File: config.mk
export PLATFORM = sky130hd
export DESIGN_NAME = id_ex_operand_stage
export DESIGN_NICKNAME = d
export VERILOG_FILES = /design/src/rtl/id_ex_operand_stage.sv
export SDC_FILE = /design/constraint.sdc
export NUM_CORES = 1
export LEC_CHECK = 0
export CAP_MARGIN = 20
export CORE_AREA = 2 2 128 130
export CTS_CLUSTER_DIAMETER = 150
export DETAILED_ROUTE_END_ITERATION = 6
export DIE_AREA = 0 0 130 132
export GPL_TIMING_DRIVEN = 0
export PLACE_DENSITY = 0.67
export SYNTH_ARGS = -nofsm -noshare
export SYNTH_HDL_FRONTEND = slang
export SYNTH_SLANG_ARGS = --single-unit
File: constraint.sdc
create_clock -name clk -period 1.94 [get_ports clk]
set_input_delay 0.388 -clock clk [delete_from_list [all_inputs] [get_ports clk]]
set_output_delay 0.388 -clock clk [all_outputs]
set_load 0.03 [all_outputs]
File: src/rtl/id_ex_operand_stage.sv
// ID/EX operand stage: resolves ALU operands (with optional EX/MEM forwarding),
// detects load-use hazards and registers the ID/EX pipeline fields. Macro: OPERAND_FWD_EN.
module id_ex_operand_stage #(
  parameter int DW = 32,
  parameter int RW = 5
) (
  input  logic          clk,
  input  logic          rst,
  input  logic          hold,
  input  logic          flush,
  input  logic          id_valid,
  input  logic [RW-1:0] id_rs,
  input  logic [RW-1:0] id_rt,
  input  logic          id_rt_used,
  input  logic [15:0]   id_imm,
  input  logic          id_sext,
  input  logic          id_aluimm,
  input  logic          id_wreg,
  input  logic          id_m2reg,
  input  logic          id_wmem,
  input  logic [3:0]    id_aluc,
  input  logic [RW-1:0] id_rn,
  input  logic [DW-1:0] rf_qa,
  input  logic [DW-1:0] rf_qb,
  input  logic [RW-1:0] ex_rn_i,
  input  logic          ex_wreg_i,
  input  logic          ex_m2reg_i,
  input  logic [DW-1:0] ex_alu_i,
  input  logic [RW-1:0] mem_rn_i,
  input  logic          mem_wreg_i,
  input  logic          mem_m2reg_i,
  input  logic [DW-1:0] mem_alu_i,
  input  logic [DW-1:0] mem_ld_i,
  output logic          lu_stall,
  output logic          ex_valid,
  output logic [DW-1:0] ex_qa,
  output logic [DW-1:0] ex_qb,
  output logic [DW-1:0] ex_se_imm,
  output logic          ex_aluimm,
  output logic          ex_wreg,
  output logic          ex_m2reg,
  output logic          ex_wmem,
  output logic [3:0]    ex_aluc,
  output logic [RW-1:0] ex_rn
);

  logic [DW-1:0] w_se_imm, w_qa, w_qb;
  logic          w_ex_rs, w_ex_rt, w_mem_rs, w_mem_rt, w_bubble, w_load;

  assign w_se_imm = id_sext ? {{(DW-16){id_imm[15]}}, id_imm} : {{(DW-16){1'b0}}, id_imm};

  // Writer matches exclude r0, so r0 always reads the register file.
  assign w_ex_rs  = ex_wreg_i  && (ex_rn_i  != '0) && (ex_rn_i  == id_rs);
  assign w_ex_rt  = ex_wreg_i  && (ex_rn_i  != '0) && (ex_rn_i  == id_rt);
  assign w_mem_rs = mem_wreg_i && (mem_rn_i != '0) && (mem_rn_i == id_rs);
  assign w_mem_rt = mem_wreg_i && (mem_rn_i != '0) && (mem_rn_i == id_rt);

`ifdef OPERAND_FWD_EN
  always_comb begin
    w_qa = rf_qa;
    if (w_ex_rs && !ex_m2reg_i) w_qa = ex_alu_i;
    else if (w_mem_rs)          w_qa = mem_m2reg_i ? mem_ld_i : mem_alu_i;
  end

  // B forwards regardless of aluimm: stores carry rt through to MEM.
  always_comb begin
    w_qb = rf_qb;
    if (w_ex_rt && !ex_m2reg_i) w_qb = ex_alu_i;
    else if (w_mem_rt)          w_qb = mem_m2reg_i ? mem_ld_i : mem_alu_i;
  end

  assign lu_stall = id_valid && ex_m2reg_i && (w_ex_rs || (id_rt_used && w_ex_rt));
`else
  assign w_qa = rf_qa;
  assign w_qb = rf_qb;

  // Without forwarding any in-flight writer of a source register must drain first.
  assign lu_stall = id_valid && (w_ex_rs || w_mem_rs || (id_rt_used && (w_ex_rt || w_mem_rt)));
`endif

  assign w_bubble = flush || lu_stall || !id_valid;
  assign w_load   = flush || !hold;

  logic          r_valid, r_aluimm, r_wreg, r_m2reg, r_wmem;
  logic [DW-1:0] r_qa, r_qb, r_se_imm;
  logic [3:0]    r_aluc;
  logic [RW-1:0] r_rn;

  always_ff @(posedge clk) begin
    if (rst) begin
      r_valid  <= 1'b0;
      r_qa     <= '0;
      r_qb     <= '0;
      r_se_imm <= '0;
      r_aluimm <= 1'b0;
      r_wreg   <= 1'b0;
      r_m2reg  <= 1'b0;
      r_wmem   <= 1'b0;
      r_aluc   <= '0;
      r_rn     <= '0;
    end else if (w_load) begin
      r_valid  <= !w_bubble;
      r_qa     <= w_qa;
      r_qb     <= w_qb;
      r_se_imm <= w_se_imm;
      r_aluimm <= id_aluimm;
      r_wreg   <= id_wreg  && !w_bubble;
      r_m2reg  <= id_m2reg && !w_bubble;
      r_wmem   <= id_wmem  && !w_bubble;
      r_aluc   <= id_aluc;
      r_rn     <= id_rn;
    end
  end

  assign ex_valid  = r_valid;
  assign ex_qa     = r_qa;
  assign ex_qb     = r_qb;
  assign ex_se_imm = r_se_imm;
  assign ex_aluimm = r_aluimm;
  assign ex_wreg   = r_wreg;
  assign ex_m2reg  = r_m2reg;
  assign ex_wmem   = r_wmem;
  assign ex_aluc   = r_aluc;
  assign ex_rn     = r_rn;

endmodule

==> results of run 1 <==
-- metal layers --
metal / routed length [um] / share of wire, % / vias up
met5: 13 / 0.10 / -
met4: 155 / 1.2 / 2
met3: 1740 / 13 / 12
met2: 5850 / 45 / 174
met1: 5240 / 40 / 1712
li1: - / - / 1943
-- what timing repair did --
item | in CTS | in global routing
resized for setup | 92 | 23
setup buffers | 1 | 0
setup endpoints to repair | 107 | 13
pin swaps | 11 | 7
-- layout make-up --
class	instances	share of cell area [%]
buffer	45	3.60
multi-input combinational	315	23.3
tap	216	4.16
clock buffer	12	3.79
timing repair buffer	233	34.8
clock inverter	3	1.04
sequential	95	29.3
-- stage by stage --
step	setup slack (ns)	hold WS, ns	total power (W)	area (sq um)
detailed placement	-1.03	0.443	0.00330	6200
global route	-0.124	0.469	0.00540	6500
finish	-0.0792	0.449	0.00513	6500
global placement	-1.01	0.437	0.00329	6200
CTS	-0.0681	0.452	0.00523	6450
floorplan	0.0907	0.528	0.00269	3600
-- worst min-delay path, cell delays in order (launching register included) --
cell     delay, ns
dfxtp_1       0.31
nand2_1       0.05
a21oi_1       0.05
-- cells in the final DEF (no fill, tap or decap), types with 2 or more instances in the layout --
master	synthesis	final
a21oi_1	91	91
a32o_1	3	3
a32oi_1	2	2
buf_2	0	10
buf_4	15	16
buf_6	0	4
bufinv_16	0	2
clkbuf_1	30	25
clkbuf_16	0	9
clkbuf_2	0	7
clkdlybuf4s50_1	0	195
dfxtp_1	95	94
dlygate4sd2_1	0	21
nand2_1	181	181
nor2_1	3	3
nor4_2	1	2
or4_1	2	2
xnor2_1	2	2
xor2_1	18	15
xor2_2	0	3
-- cell families (layout without fill, tap and decap cells) --
kind of cell,after synthesis,after routing,share of synthesized area [%]
AO/OA/AOI/OAI,100,100,14.8
XOR/XNOR,20,20,4.86
buffers and inverters,45,293,6.25
flip-flops,95,95,52.8
AND/OR/NAND/NOR,195,195,21.3
-- worst max-delay path by stage --
stage | start | to | slack [ns] | cells past startpoint
2_1_floorplan | ex_rn_i[4] | lu_stall | 0.09 | 5
3_3_place_gp | mem_rn_i[0] | lu_stall | -1.01 | 7
3_5_place_dp | mem_rn_i[0] | lu_stall | -1.03 | 7
4_1_cts | id_rt[1] | lu_stall | -0.07 | 7
5_1_grt | mem_rn_i[4] | lu_stall | -0.12 | 7
6_report | id_rs[2] | lu_stall | -0.08 | 7
-- state kept, by name, indices dropped and copies added (netlist names) --
name	count
ex_aluc	4
ex_aluimm	1
ex_m2reg	1
ex_qa	32
ex_qb	32
ex_rn	5
ex_se_imm	17
ex_valid	1
ex_wmem	1
ex_wreg	1
-- where the power goes --
part	total, W	switching (W)	internal (W)
clock	0.00190	0.000738	0.00116
sequential	0.00213	0.0000608	0.00207
combinational	0.00110	0.000578	0.000526
total	0.00513	0.00138	0.00376
==> impl_metrics.tcl, run 1 <==
set metrics [dict create \
    insertion_delay_ns 0.33 \
    outcome "finished, violations left" \
    clk_path_buf_depth 2 \
    grt_pass1_wl_um 19500 \
    fp.dieW_um 130 \
    grt_util_met1_pct 17.1 \
    cpPeakStageDelay_ns 0.27 \
    fin_ws_ns -0.0792 \
    leakagePower_nw 2.63 \
    gr-total-overflow 0 \
    die_y_um 132 \
    rrSetupSlack_ns 1.17 \
    synth_top_cell_by_area "dfxtp_1" \
    wirelength_um 13000 \
    synth_ff_type "dfxtp_1" \
    cts_tree "yes" \
    hpwl_um 9610 \
    seq_area_frac_synth_pct 52.8 \
    final_util_pct 41.4 \
    rr_endpoint "ex_se_imm[30]" \
    grt_start_max_net_pins 18 \
    viasPerCell 4.18 \
    design.die.area_sq_mm 0.0172 \
    cp_top_family "buffers and inverters" \
    drt-wirelength-per-cell_um 14.1 \
    synth.most_common_cell "nand2_1" \
    crit_buf_inv 2 \
    routabilityCongestion 0.757 \
    layout.nets 919 \
    start_util_pct 22.9 \
    postCtsHoldBufs 0 \
    layout.cells.non_filler 919 \
    drc 0 \
    core_sq_mm 0.0157 \
    whs_path_depth 2 \
    grt_use_total_pct 14.7 \
    ys_ff_latch 95 \
    num_rows 46 \
    ant_nets 0 \
    io_pins 331 \
    synth_commonest_cells "181 x nand2_1, 95 x dfxtp_1, 91 x a21oi_1, 30 x clkbuf_1, 18 x xor2_1" \
    violations "setup timing" \
    post-route-period-util_pct 104 \
    synth_area_sq_mm 0.00360 \
    fin_crit_ns 2.02 \
    multiInputGateArea_sq_mm 0.00151 \
    critPathKind "in -> out" \
    async_reset_ff_share_pct 0 \
    clockRootBuffer "clkbuf_16" \
    yosysTopAreaCellShare_pct 52.8 \
    fillers 1607 \
    crit_required_ns 1.55 \
    max_slew.worst_pin.slew_ns 0.932 \
    cts_buffers 9 \
    top_usage_layer "met2" \
    maxCapViolCount 0 \
    grt_util_met2_pct 23.5 \
    final_layout_size_suffix_gt1_share_pct 8.68 \
    area_delta_synth_final_pct 80.5 \
    cp_max_fo 2 \
    antenna_cells 0 \
    global_route.usage.met3_pct 7.95 \
    slew_headroom_pct 37.0 \
    min_from "ex_qa[9]" \
    rr_worst_depth 2 \
    synth_edf_count 0 \
    synth_warnings 0 \
    finalSetupViolCount 1 \
    cts.sinks 95 \
    vdd_drop_max_mv 0.425 \
    setup_tns_ns -0.0792 \
    synth_cells 455 \
    place_inst 903 \
    antenna_found_initial 1 \
    dr.pass1.iters 4 \
    arrival_ns 1.63 \
    netlist_top_cells_area "dfxtp_1 53%, nand2_1 19%, a21oi_1 13%" \
    cp_cell_sequence "dlygate4sd2_1 -> xor2_1 -> nor3_1 -> a32oi_1 -> o22a_2 -> nor2b_2 -> buf_6" \
    port_buffers 232 \
    drtIter0Drc 145 \
    htreeDepth 3 \
    min_delay_worst_endpoint "ex_qa[9]" \
    skew_ns 0 \
    p_per_area_mw_per_mm2 790 \
    vias 3843 \
    start_kind "input pin" \
    synth.net_count 675 \
    grt_pass1_vias 3676 \
    avgSynthCellArea_sq_um 7.91 \
    yosys.cell_types.count 21 \
    slew_viol_final 0 \
    rsz0062_at_grt "yes" \
    cpMaxStageDelayCell "dlygate4sd2_1" \
    endpoint_kind "output pin" \
    hold_path.class "reg -> reg" \
    seqCellArea_sq_mm 0.00190 \
    max_freq_mhz 495 \
    finalHoldViolations 0 \
    r2r-start "ex_se_imm[30]" \
    path_clk_slew_ns 0.07 \
]
No activity file was read; power rests on OpenSTA's default activity.
==> run 2: changes to the inputs <==
PLACE_DENSITY = unset   (was 0.67)
==> run 2 against run 1 <==
Net effect: the flow still finishes with violations (setup timing); flip-flop and latch count did not move; via count fell by 1.8%; sequential share of layout area barely moved; sequential power barely moved; count of clock-buffer cells in the layout did not move; global-route usage fell by 0.41 points; routed wire length fell by 2.5%; final cell count rose by 0.22%; register-to-register slack improved by 0.07 ns.
==> impl_metrics.tcl, run 2 (synthesis gave the netlist of run 1 again) <==
set metrics [dict create \
    cts.sinks 95 \
    cp_cell_sequence "buf_8 -> xor2_2 -> nor4_2 -> a32oi_1 -> o22a_2 -> nor2b_2 -> buf_6" \
    post_dp_cell_area_sq_mm 0.00620 \
    outcome "finished, violations left" \
    grt_pass1_vias 3592 \
    grt_start_max_net_pins 18 \
    critPathKind "in -> out" \
    cp_max_fo 2 \
    place_inst 903 \
    vdd_drop_max_mv 0.351 \
    vias 3772 \
    maxCapViolCount 0 \
    final_common_cell "clkdlybuf4s50_1" \
    leakagePower_nw 2.63 \
    grt_use_total_pct 14.3 \
    routabilityCongestion 0.824 \
    rsz0062_at_grt "yes" \
    post-route-period-util_pct 103 \
    ant_nets 0 \
    gr-total-overflow 0 \
    design.die.area_sq_mm 0.0172 \
    fp.dieW_um 130 \
    port_buffers 232 \
    clockRootBuffer "clkbuf_16" \
    cts_buffers 9 \
    grt_pass1_wl_um 19100 \
    path_clk_slew_ns 0.06 \
    cpMaxStageDelayCell "nor4_2" \
    finalHoldViolations 0 \
    finalSetupViolCount 1 \
    fin_ws_ns -0.0571 \
    drt-wirelength-per-cell_um 13.8 \
    die_y_um 132 \
    slew_headroom_pct 53.2 \
    insertion_delay_ns 0.34 \
    htreeDepth 3 \
    antenna_cells 0 \
    hold_path.class "reg -> reg" \
    wirelength_um 12700 \
    most-common-layout-cells "196 x clkdlybuf4s50_1, 181 x nand2_1, 94 x dfxtp_1" \
    io_pins 331 \
    dr.pass1.iters 4 \
    fillers 1642 \
    start_util_pct 22.9 \
    core_sq_mm 0.0157 \
    p_per_area_mw_per_mm2 799 \
    num_rows 46 \
    crit_required_ns 1.55 \
    multiInputGateArea_sq_mm 0.00149 \
    final_layout_size_suffix_gt1_share_pct 8.23 \
    clk_path_buf_depth 2 \
    fin_area_sq_mm 0.00650 \
    max_slew.worst_pin.slew_ns 0.692 \
    endpoint_kind "output pin" \
    antenna_found_initial 0 \
    viasPerCell 4.10 \
    seqCellArea_sq_mm 0.00191 \
    hpwl_um 9330 \
    arrival_ns 1.61 \
    layout.cells.non_filler 921 \
    slew_viol_final 0 \
    area_delta_synth_final_pct 80.6 \
    violations "setup timing" \
    cpPeakStageDelay_ns 0.29 \
    drc 0 \
    drtIter0Drc 104 \
    skew_ns 0 \
    fin_crit_ns 2.00 \
    layout.nets 920 \
    start_kind "input pin" \
    cts_tree "yes" \
    max_freq_mhz 501 \
]
==> run 2: changes by cell type in the layout (fill, tap and decap cells not counted), sizes merged <==
cell,previous run,this run
buf,31,26
clkbuf,42,47
clkdlybuf4s15,1,3
clkdlybuf4s50,195,196
clkinv,0,2
clkinvlp,1,0
dlygate4sd2,21,19
==> run 2: through the flow <==
stage / worst slack, ns / TNS [ns] / utilization (%) / hold slack [ns] / total power, W
2_1_floorplan: 0.0907 / 0 / - / 0.528 / 0.00269
3_3_place_gp: -1.00 / -39.91 / 39.4 / 0.438 / 0.00329
3_5_place_dp: -0.985 / -40.64 / 39.4 / 0.442 / 0.00330
4_1_cts: -0.130 / -0.130 / 41.3 / 0.452 / 0.00528
5_1_grt: -0.115 / -0.115 / 41.4 / 0.467 / 0.00544
6_report: -0.0571 / -0.0571 / 41.4 / 0.450 / 0.00520
==> run 2: area by class of cell <==
| class | count | area share, % |
|---|---|---|
| Timing Repair Buffer | 234 | 34.9 |
| Sequential cell | 95 | 29.3 |
| Multi-Input combinational cell | 315 | 22.9 |
| Buffer | 45 | 3.56 |
| Clock inverter | 4 | 1.19 |
| Tap cell | 216 | 4.15 |
| Clock buffer | 12 | 3.94 |
==> run 2: worst paths after layout <==
kind / startpoint / to / slack (ns) / depth (start not counted)
worst max register to register: ex_se_imm[30] / ex_se_imm[30] / 1.24 / 2
worst min register to register: ex_qa[26] / ex_qa[26] / 0.45 / 2
worst max-delay path: ex_rn_i[1] / lu_stall / -0.06 / 7
worst min-delay path: ex_qa[26] / ex_qa[26] / 0.45 / 2
==> run 2: power by group <==
group / leakage (nW) / switching (W) / internal [W] / total (W)
sequential: 0.788 / 0.0000610 / 0.00207 / 0.00213
clock: 0.163 / 0.000769 / 0.00121 / 0.00198
combinational: 1.68 / 0.000570 / 0.000525 / 0.00110
==> run 2: timing repair <==
item | in CTS | in global routing
hold endpoints to repair | 0 | 0
hold buffers | 0 | 0
resized for setup | 76 | 22
pin swaps | 7 | 10
setup buffers | 1 | 1
setup endpoints to repair | 104 | 1
==> run 2: per-layer routing <==
layer,up-vias,global-route usage (%),share of wire (%),routed length (um)
met5,-,0,0,0
met3,12,6.01,11,1420
met4,0,4.66,1.3,162
met2,158,22.0,43,5420
li1,1952,-,-,-
met1,1650,17.9,45,5660
==> run 2: critical path: cells and delay by family <==
family	cells	cell delay (ns)
compound gates	2	0.41
xor+xnor	1	0.17
buf+inv	2	0.23
simple gates	2	0.41
==> run 3: changes to the inputs <==
GPL_TIMING_DRIVEN = 1   (was 0)
REMOVE_ABC_BUFFERS = 1   (was unset)
==> run 3 against run 2 <==
Net effect: the flow still finishes with violations (setup timing); final cell count shrank 3.0%; die area unchanged; via count rose by 0.19%; largest power group unchanged.
==> impl_metrics.tcl, run 3 (synthesis gave the netlist of run 1 again) <==
set metrics [dict create \
    fp.dieW_um 130 \
    io_pins 331 \
    final_layout_size_suffix_gt1_share_pct 8.27 \
    area_delta_synth_final_pct 80.0 \
    layout.nets 893 \
    post_dp_cell_area_sq_mm 0.00617 \
    power.total_w 0.00501 \
    clk_path_buf_depth 2 \
    antenna_found_initial 0 \
    finalSetupViolCount 1 \
    arrival_ns 1.61 \
    dr.pass1.iters 5 \
    grt_pass1_wl_um 18100 \
    fin_ws_ns -0.0593 \
    crit_required_ns 1.55 \
    vias 3779 \
    finalHoldViolations 0 \
    violations "setup timing" \
    grt_start_max_net_pins 54 \
    drt-wirelength-per-cell_um 13.2 \
    leakagePower_nw 2.71 \
    clockRootBuffer "clkbuf_16" \
    setup_tns_ns -0.0593 \
    gr-total-overflow 0 \
    skew_ns 0 \
    routabilityCongestion 0.784 \
    endpoint_kind "output pin" \
    cts.sinks 95 \
    ant_nets 0 \
    fin_crit_ns 2.00 \
    insertion_delay_ns 0.34 \
    start_util_pct 22.9 \
    grt_use_total_pct 13.2 \
    port_buffers 232 \
    slew_viol_final 0 \
    wirelength_um 11700 \
    post-route-period-util_pct 103 \
    drc 0 \
    rsz0062_at_grt "yes" \
    cp_max_fo 2 \
    cts_tree "yes" \
    slew_headroom_pct 61.4 \
    final_common_cell "clkdlybuf4s50_1" \
    grt_pass1_vias 3662 \
    maxCapViolCount 0 \
    path_clk_slew_ns 0.06 \
    fin_area_sq_mm 0.00648 \
    drtIter0Drc 76 \
    die_y_um 132 \
    cts_buffers 9 \
    outcome "finished, violations left" \
    design.die.area_sq_mm 0.0172 \
    hold_path.class "in -> reg" \
    hold_ws_ns 0.350 \
    start_kind "input pin" \
    postCtsHoldBufs 0 \
    most-common-layout-cells "194 x clkdlybuf4s50_1, 181 x nand2_1, 95 x dfxtp_1" \
    antenna_cells 0 \
    p_per_area_mw_per_mm2 773 \
    vdd_drop_max_mv 0.357 \
    core_sq_mm 0.0157 \
    num_rows 46 \
    rrSetupSlack_ns 1.22 \
    max_slew.worst_pin.slew_ns 0.579 \
    critPathKind "in -> out" \
    max_freq_mhz 500 \
    fillers 1526 \
    htreeDepth 3 \
    viasPerCell 4.23 \
    hpwl_um 8710 \
]
run 3: final timing paths:
check / from / cells after the start / end
worst min-delay path: rst / 2 / ex_aluc[1]
worst min register to register: ex_qa[22] / 2 / ex_qa[22]
worst max register to register: ex_se_imm[30] / 3 / ex_se_imm[30]
worst max-delay path: ex_rn_i[0] / 8 / lu_stall
run 3: report_power, final:
part / internal, W / switching (W)
logic: 0.000539 / 0.000564
registers: 0.00207 / 0.0000611
clock network: 0.00106 / 0.000717
total: 0.00367 / 0.00134
run 3: per-layer routing:
| metal | up-vias | global-route usage [%] | wire [um] |
|---|---|---|---|
| met4 | 0 | 5.56 | 223 |
| met5 | - | 0 | 0 |
| met2 | 172 | 21.3 | 5340 |
| met3 | 12 | 5.40 | 1170 |
| li1 | 1894 | - | - |
| met1 | 1701 | 15.5 | 5010 |
run 3: timing repair:
| action | 4_1_cts | 5_1_grt |
|---|---|---|
| pin swaps | 17 | 0 |
| hold endpoints to repair | 0 | 0 |
| cloned | 0 | 0 |
| setup buffers | 1 | 0 |
| gates resized for setup | 83 | 10 |
| setup endpoints to repair | 17 | 9 |
run 3: cell type report:
| type | instances | area, sq um | area share, % |
|---|---|---|---|
| Tap cell | 216 | 270 | 4.17 |
| Sequential cell | 95 | 1900 | 29.3 |
| Clock inverter | 3 | 42.5 | 0.656 |
| Clock buffer | 12 | 256 | 3.96 |
| Multi-Input combinational cell | 315 | 1510 | 23.3 |
| Timing Repair Buffer | 252 | 2500 | 38.6 |
run 3: critical path, stage by stage:
cell	delay (ns)
clkdlybuf4s15_1	0.21
buf_6	0.13
xor2_1	0.15
nor2_1	0.12
a32oi_1	0.08
o22a_2	0.25
nor2b_1	0.12
buf_4	0.17
run 3: per-stage QoR:
stage,setup WS (ns),cells,utilization [%]
6_report,-0.0593,893,41.3
5_1_grt,-0.174,893,41.3
4_1_cts,-0.0492,893,41.1
3_5_place_dp,-0.474,877,39.3
3_3_place_gp,-0.440,877,39.3
2_1_floorplan,-1.82,410,-
==> RTL edit 1 (settings of run 2) <==
Add a define of `OPERAND_FWD_EN`.
--- a/src/rtl/id_ex_operand_stage.sv
+++ b/src/rtl/id_ex_operand_stage.sv
@@ -1,5 +1,7 @@
 // ID/EX operand stage: resolves ALU operands (with optional EX/MEM forwarding),
 // detects load-use hazards and registers the ID/EX pipeline fields. Macro: OPERAND_FWD_EN.
+`define OPERAND_FWD_EN
+
 module id_ex_operand_stage #(
   parameter int DW = 32,
   parameter int RW = 5
Check against the original RTL: not equivalent (Yosys sat finds a counterexample within 4 cycles, from zero or initial values and one cycle with rst high).
==> RTL edit 1 against run 2 <==
The run still ends with negative setup slack left. Combinational power rose by 97%. Power is 18% higher. Synthesized cell count is 50% higher. Wire length increased by 120%. Clock skew unchanged. Cell area grew 68%. Cell count rose by 40%. Utilization grew 28 points. Sequential share of layout area shrank 12 points. Worst setup slack gained 0.054 ns. Synthesized area grew 71%. Sequential cell count unchanged. Largest cell class unchanged. Highest routed layer unchanged.
==> RTL edit 1: results <==
export IMPL_synthArstFlopShare_pct=0
export IMPL_crit_family="simple AND/OR/NAND/NOR gates"
export IMPL_skew_ns=0
export IMPL_grt_pass1_wl_um=40040
export IMPL_place_congestion=0.8847
export IMPL_cts_path_max_buffers=2
export IMPL_arrival_ns=2.21
export IMPL_post_route_worst_setup_slack_ns=-0.003176
export IMPL_fillers=1327
export IMPL_io_buffers=329
export IMPL_grt_pass1_vias=6785
export IMPL_antenna_found_initial=2
export IMPL_slowest_delay_ns=0.39
export IMPL_p_leak_uw=0.004118
export IMPL_min_delay_path_class="reg2reg"
export IMPL_startpoint="id_rs[1]"
export IMPL_synth_common_cells="95 x dfxtp_1, 69 x nor2_1, 67 x nand3_1"
export IMPL_drtIter0Drc=429
export IMPL_violations="negative setup slack"
export IMPL_htree_num_levels=3
export IMPL_final_nets=1283
export IMPL_ys_seq_area_share_pct=30.83
export IMPL_r2r_start="ex_qb[25]"
export IMPL_crit_slowest_cell="or3b_1"
export IMPL_first_pass_iters=5
export IMPL_ys_types=34
export IMPL_clk_latency_ns=0.35
export IMPL_ir_drop_mv=0.4315
export IMPL_status="finished, violations left"
export IMPL_grt_max_degree=20
export IMPL_syn_inst=681
export IMPL_max_slew_margin_pct=55.67
export IMPL_place_inst=1226
export IMPL_routedWlPerCell_um=21.24
export IMPL_synthTopCellsByArea="dfxtp_1 31%, o221ai_2 9.7%, or3b_1 8.5%, a311oi_1 7.4%, nand3_1 5.4%"
export IMPL_path_clk_slew_ns=0.08
export IMPL_wl_um=27320
export IMPL_yosysWarnings=0
export IMPL_crit_fanout=8
export IMPL_setup_viol=1
export IMPL_synth_edf_count=0
export IMPL_drive_above_1_share_pct=22.57
export IMPL_dp_slack_ns=-1.175
export IMPL_min_from="ex_se_imm[13]"
export IMPL_hpwl_um=20400
export IMPL_cts_made_buffers=9
export IMPL_critPathKind="in2reg"
export IMPL_syn_nets=901
export IMPL_grt_util_all_layers_pct=30.38
export IMPL_cts_root_buf="clkbuf_16"
export IMPL_dr_total_vias=7149
export IMPL_synthFlopType="dfxtp_1"
## RTL edit 1: cell count changes after synthesis, moves of 52 or more
cell / run 2 / this run
a21oi_1: 91 / 28
a311oi_1: 0 / 52
nand2_1: 181 / 61
nand3_1: 1 / 67
nor2_1: 3 / 69
or3b_1: 0 / 60
## RTL edit 1: per-stage QoR
stage / hold slack, ns / setup TNS [ns] / instance area [µm²]
final: 0.4520 / -0.003176 / 10930
after CTS: 0.4532 / -0.1027 / 10580
after detailed placement: 0.4429 / -61.24 / 9743
after global routing: 0.4642 / -0.7625 / 10930
after global placement: 0.4357 / -58.82 / 9743
after floorplan: 0.5279 / 0 / 6180
## RTL edit 1: layout make-up
class,count,area share [%]
Antenna cell,2,0.04579
Buffer,91,6.422
Clock buffer,9,2.061
Clock inverter,7,0.6640
Inverter,1,0.03434
Multi-Input combinational cell,491,36.58
Sequential cell,95,17.44
Tap cell,216,2.473
Timing Repair Buffer,374,34.29
## RTL edit 1: worst reg2reg max path: stages (launching register included)
cell and delay (ns):
dfxtp_1 0.41, nor2_1 0.09, a311oi_2 0.24
## RTL edit 1: repair_timing
item | 4_1_cts | 5_1_grt
resized for setup | 138 | 85
buffers inserted | 22 | 14
setup endpoints to repair | 81 | 64
gates cloned | 5 | 6
pin swaps | 22 | 28
## RTL edit 1: routing by layer
metal	track usage [%]	up-vias	part of all wire, %
met1	37.01	3356	39
met2	53.08	386	50
met3	5.844	59	8.0
li1	-	3348	-
met5	0	-	0
met4	10.22	0	3.2
## RTL edit 1: final timing paths
path	to	slack [ns]	cells past startpoint
hold / removal	ex_se_imm[13]	0.45	2
setup reg to reg	ex_qb[25]	1.12	2
setup / recovery	ex_qa[13]	-0.003	8
hold reg to reg	ex_se_imm[13]	0.45	2
## RTL edit 1: where the power goes
part           switching (µW)  internal [µW]  leakage [µW]
registers                80.1           2090      0.000791
logic                    1090           1080       0.00318
clock network             902            912      0.000143
total                    2070           4090       0.00412
## RTL edit 1: cell families after synthesis
family,synth area share (%)
AND/OR/NAND/NOR,25.23
AO/OA/AOI/OAI,26.67
flip-flops,30.83
buffers and inverters,9.248
multiplexers,5.192
XOR/XNOR,2.839
==> RTL edit 2 (settings of run 2) <==
Without the edit above. Reset style: asynchronous (`rst`), changed in one clocked block.
--- a/src/rtl/id_ex_operand_stage.sv
+++ b/src/rtl/id_ex_operand_stage.sv
@@ -86,7 +86,7 @@
   logic [3:0]    r_aluc;
   logic [RW-1:0] r_rn;
 
-  always_ff @(posedge clk) begin
+  always_ff @(posedge clk or posedge rst) begin
     if (rst) begin
       r_valid  <= 1'b0;
       r_qa     <= '0;
Behaviour: differs if rst is asserted again (counterexample within 4 cycles, from zero or initial values and one cycle with rst high); with rst held inactive, the same outputs for 10 cycles.
==> RTL edit 2 against run 2 <==
The flow still finishes with violations (negative setup slack). Clock skew unchanged. Power increased by 4.4%. Synthesized area increased by 9.7%. Wire length decreased by 4.0%. First-iteration DRC count increased by 1.9%. Hold slack improved by 0.013 ns. Worst setup slack improved by 0.014 ns. Sequential cell count unchanged. Cell area increased by 5.3%. Critical endpoint unchanged. Largest cell class unchanged. Largest power group unchanged.
==> RTL edit 2: results <==
export IMPL_crit_slowest_cell="or4_4"
export IMPL_tightestPinTransition_ns=0.7679
export IMPL_placed_area_um2=6585
export IMPL_synth_common_cells="277 x nand2_1, 95 x dfrtp_1, 18 x xor2_1"
export IMPL_wl_um=12160
export IMPL_dr_total_vias=3696
export IMPL_diodes=0
export IMPL_cts_made_buffers=9
export IMPL_min_from="ex_qa[17]"
export IMPL_grt_pass1_vias=3783
export IMPL_cts_path_max_buffers=2
export IMPL_drive_above_1_share_pct=10.06
export IMPL_status="finished, violations left"
export IMPL_crit_family="simple AND/OR/NAND/NOR gates"
export IMPL_grt_max_degree=41
export IMPL_htree_num_levels=3
export IMPL_syn_nets=674
export IMPL_skew_ns=0
export IMPL_p_leak_uw=0.003321
export IMPL_r2r_start="ex_se_imm[30]"
export IMPL_ir_drop_mv=0.3577
export IMPL_ys_types=22
export IMPL_synthArstFlopShare_pct=100.0
export IMPL_grt_pass1_wl_um=19260
export IMPL_ys_seq_area_share_pct=60.20
export IMPL_min_delay_path_class="reg2reg"
export IMPL_clk_latency_ns=0.34
export IMPL_grt_util_all_layers_pct=14.37
export IMPL_setup_viol=1
export IMPL_place_inst=904
export IMPL_hpwl_um=9506
export IMPL_violations="negative setup slack"
export IMPL_synth_area_per_cell_um2=8.698
export IMPL_place_congestion=0.7370
export IMPL_synthTopCellsByArea="dfrtp_1 60%, nand2_1 26%, xor2_1 4.0%, buf_4 2.9%, clkbuf_1 1.2%"
export IMPL_yosysWarnings=0
export IMPL_startpoint="mem_rn_i[4]"
export IMPL_arrival_ns=1.60
export IMPL_cts_root_buf="clkbuf_16"
export IMPL_final_cells=922
export IMPL_io_buffers=232
export IMPL_post_route_worst_setup_slack_ns=-0.04333
export IMPL_antenna_found_initial=0
export IMPL_crit_fanout=3
export IMPL_path_clk_slew_ns=0.07
export IMPL_drtIter0Drc=106
export IMPL_slowest_delay_ns=0.54
export IMPL_synthFlopType="dfrtp_1"
export IMPL_first_pass_iters=4
export IMPL_dp_slack_ns=-1.045
export IMPL_fillers=1585
[RTL edit 2: cell count changes in the layout (fill, tap and decap cells not counted), moves of 4 or more]
| cell | delta |
|---|---|
| clkinvlp_4 | +4 |
| dfrtp_1 | +94 |
| dfxtp_1 | -94 |
| clkbuf_1 | -14 |
| clkbuf_2 | +5 |
| nand2_1 | +96 |
| a21oi_1 | -91 |
[RTL edit 2: area by class of cell]
class                   instances  area [µm²]  area share, %
flip-flops and latches         95        2379          34.73
repair buffers                237        2288          33.42
multi-input cells             319        1388          20.26
well taps                     216       270.3          3.947
clock buffers                   9       225.2          3.289
plain buffers                  35       197.7          2.887
clock inverters                 7       81.33          1.188
inverters                       4       18.77         0.2741
[RTL edit 2: metal layers]
layer	share of wire [%]	vias up	routed length (µm)	GRT usage, %
met1	43	1672	5205	17.33
met4	2.9	0	352	6.989
li1	-	1861	-	-
met3	7.0	22	855	3.653
met5	0	-	0	0
met2	47	141	5741	23.71
[RTL edit 2: metrics by stage]
step	TNS (ns)	hold WS, ns
4_1_cts	-0.1485	0.4708
3_5_place_dp	-32.03	0.4546
6_report	-0.04333	0.4635
5_1_grt	-0.09176	0.4835
2_1_floorplan	0	0.5005
3_3_place_gp	-89.88	0.4491
[RTL edit 2: final timing paths]
| kind | slack, ns | cells past startpoint | endpoint |
|---|---|---|---|
| min in group asynchronous | 0.52 | 2 | ex_qa[17] |
| worst max-delay path | -0.04 | 6 | lu_stall |
| worst min register to register | 0.46 | 2 | ex_qa[17] |
| worst min-delay path | 0.46 | 2 | ex_qa[17] |
| worst max register to register | 1.05 | 3 | ex_se_imm[30] |
| max in group asynchronous | 0.78 | 3 | ex_se_imm[30] |
[RTL edit 2: kinds of logic after synthesis]
| family | after synthesis | share of synthesized area, % |
|---|---|---|
| XOR/XNOR | 20 | 4.436 |
| AND/OR/NAND/NOR | 290 | 28.20 |
| AO/OA/AOI/OAI | 9 | 1.901 |
| buffers and inverters | 40 | 5.260 |
| flip-flops | 95 | 60.20 |
[RTL edit 2: worst min-delay path: stages, from the launching register on]
cell     delay, ns
dfrtp_1       0.34
nand2_1       0.05
nand2_1       0.05
[RTL edit 2: power by group]
group	internal (µW)	leakage, µW	switching [µW]	total [µW]
logic	629	0.00204	748	1380
clock network	1020	0.000140	805	1820
registers	2140	0.00114	90.2	2230
total	3790	0.00332	1640	5430
[RTL edit 2: timing repair]
item | 4_1_cts | 5_1_grt
resized for setup | 74 | 27
hold buffers | 0 | 0
endpoints found under the setup margin | 35 | 49
pin swaps | 11 | 10
setup buffers | 3 | 0
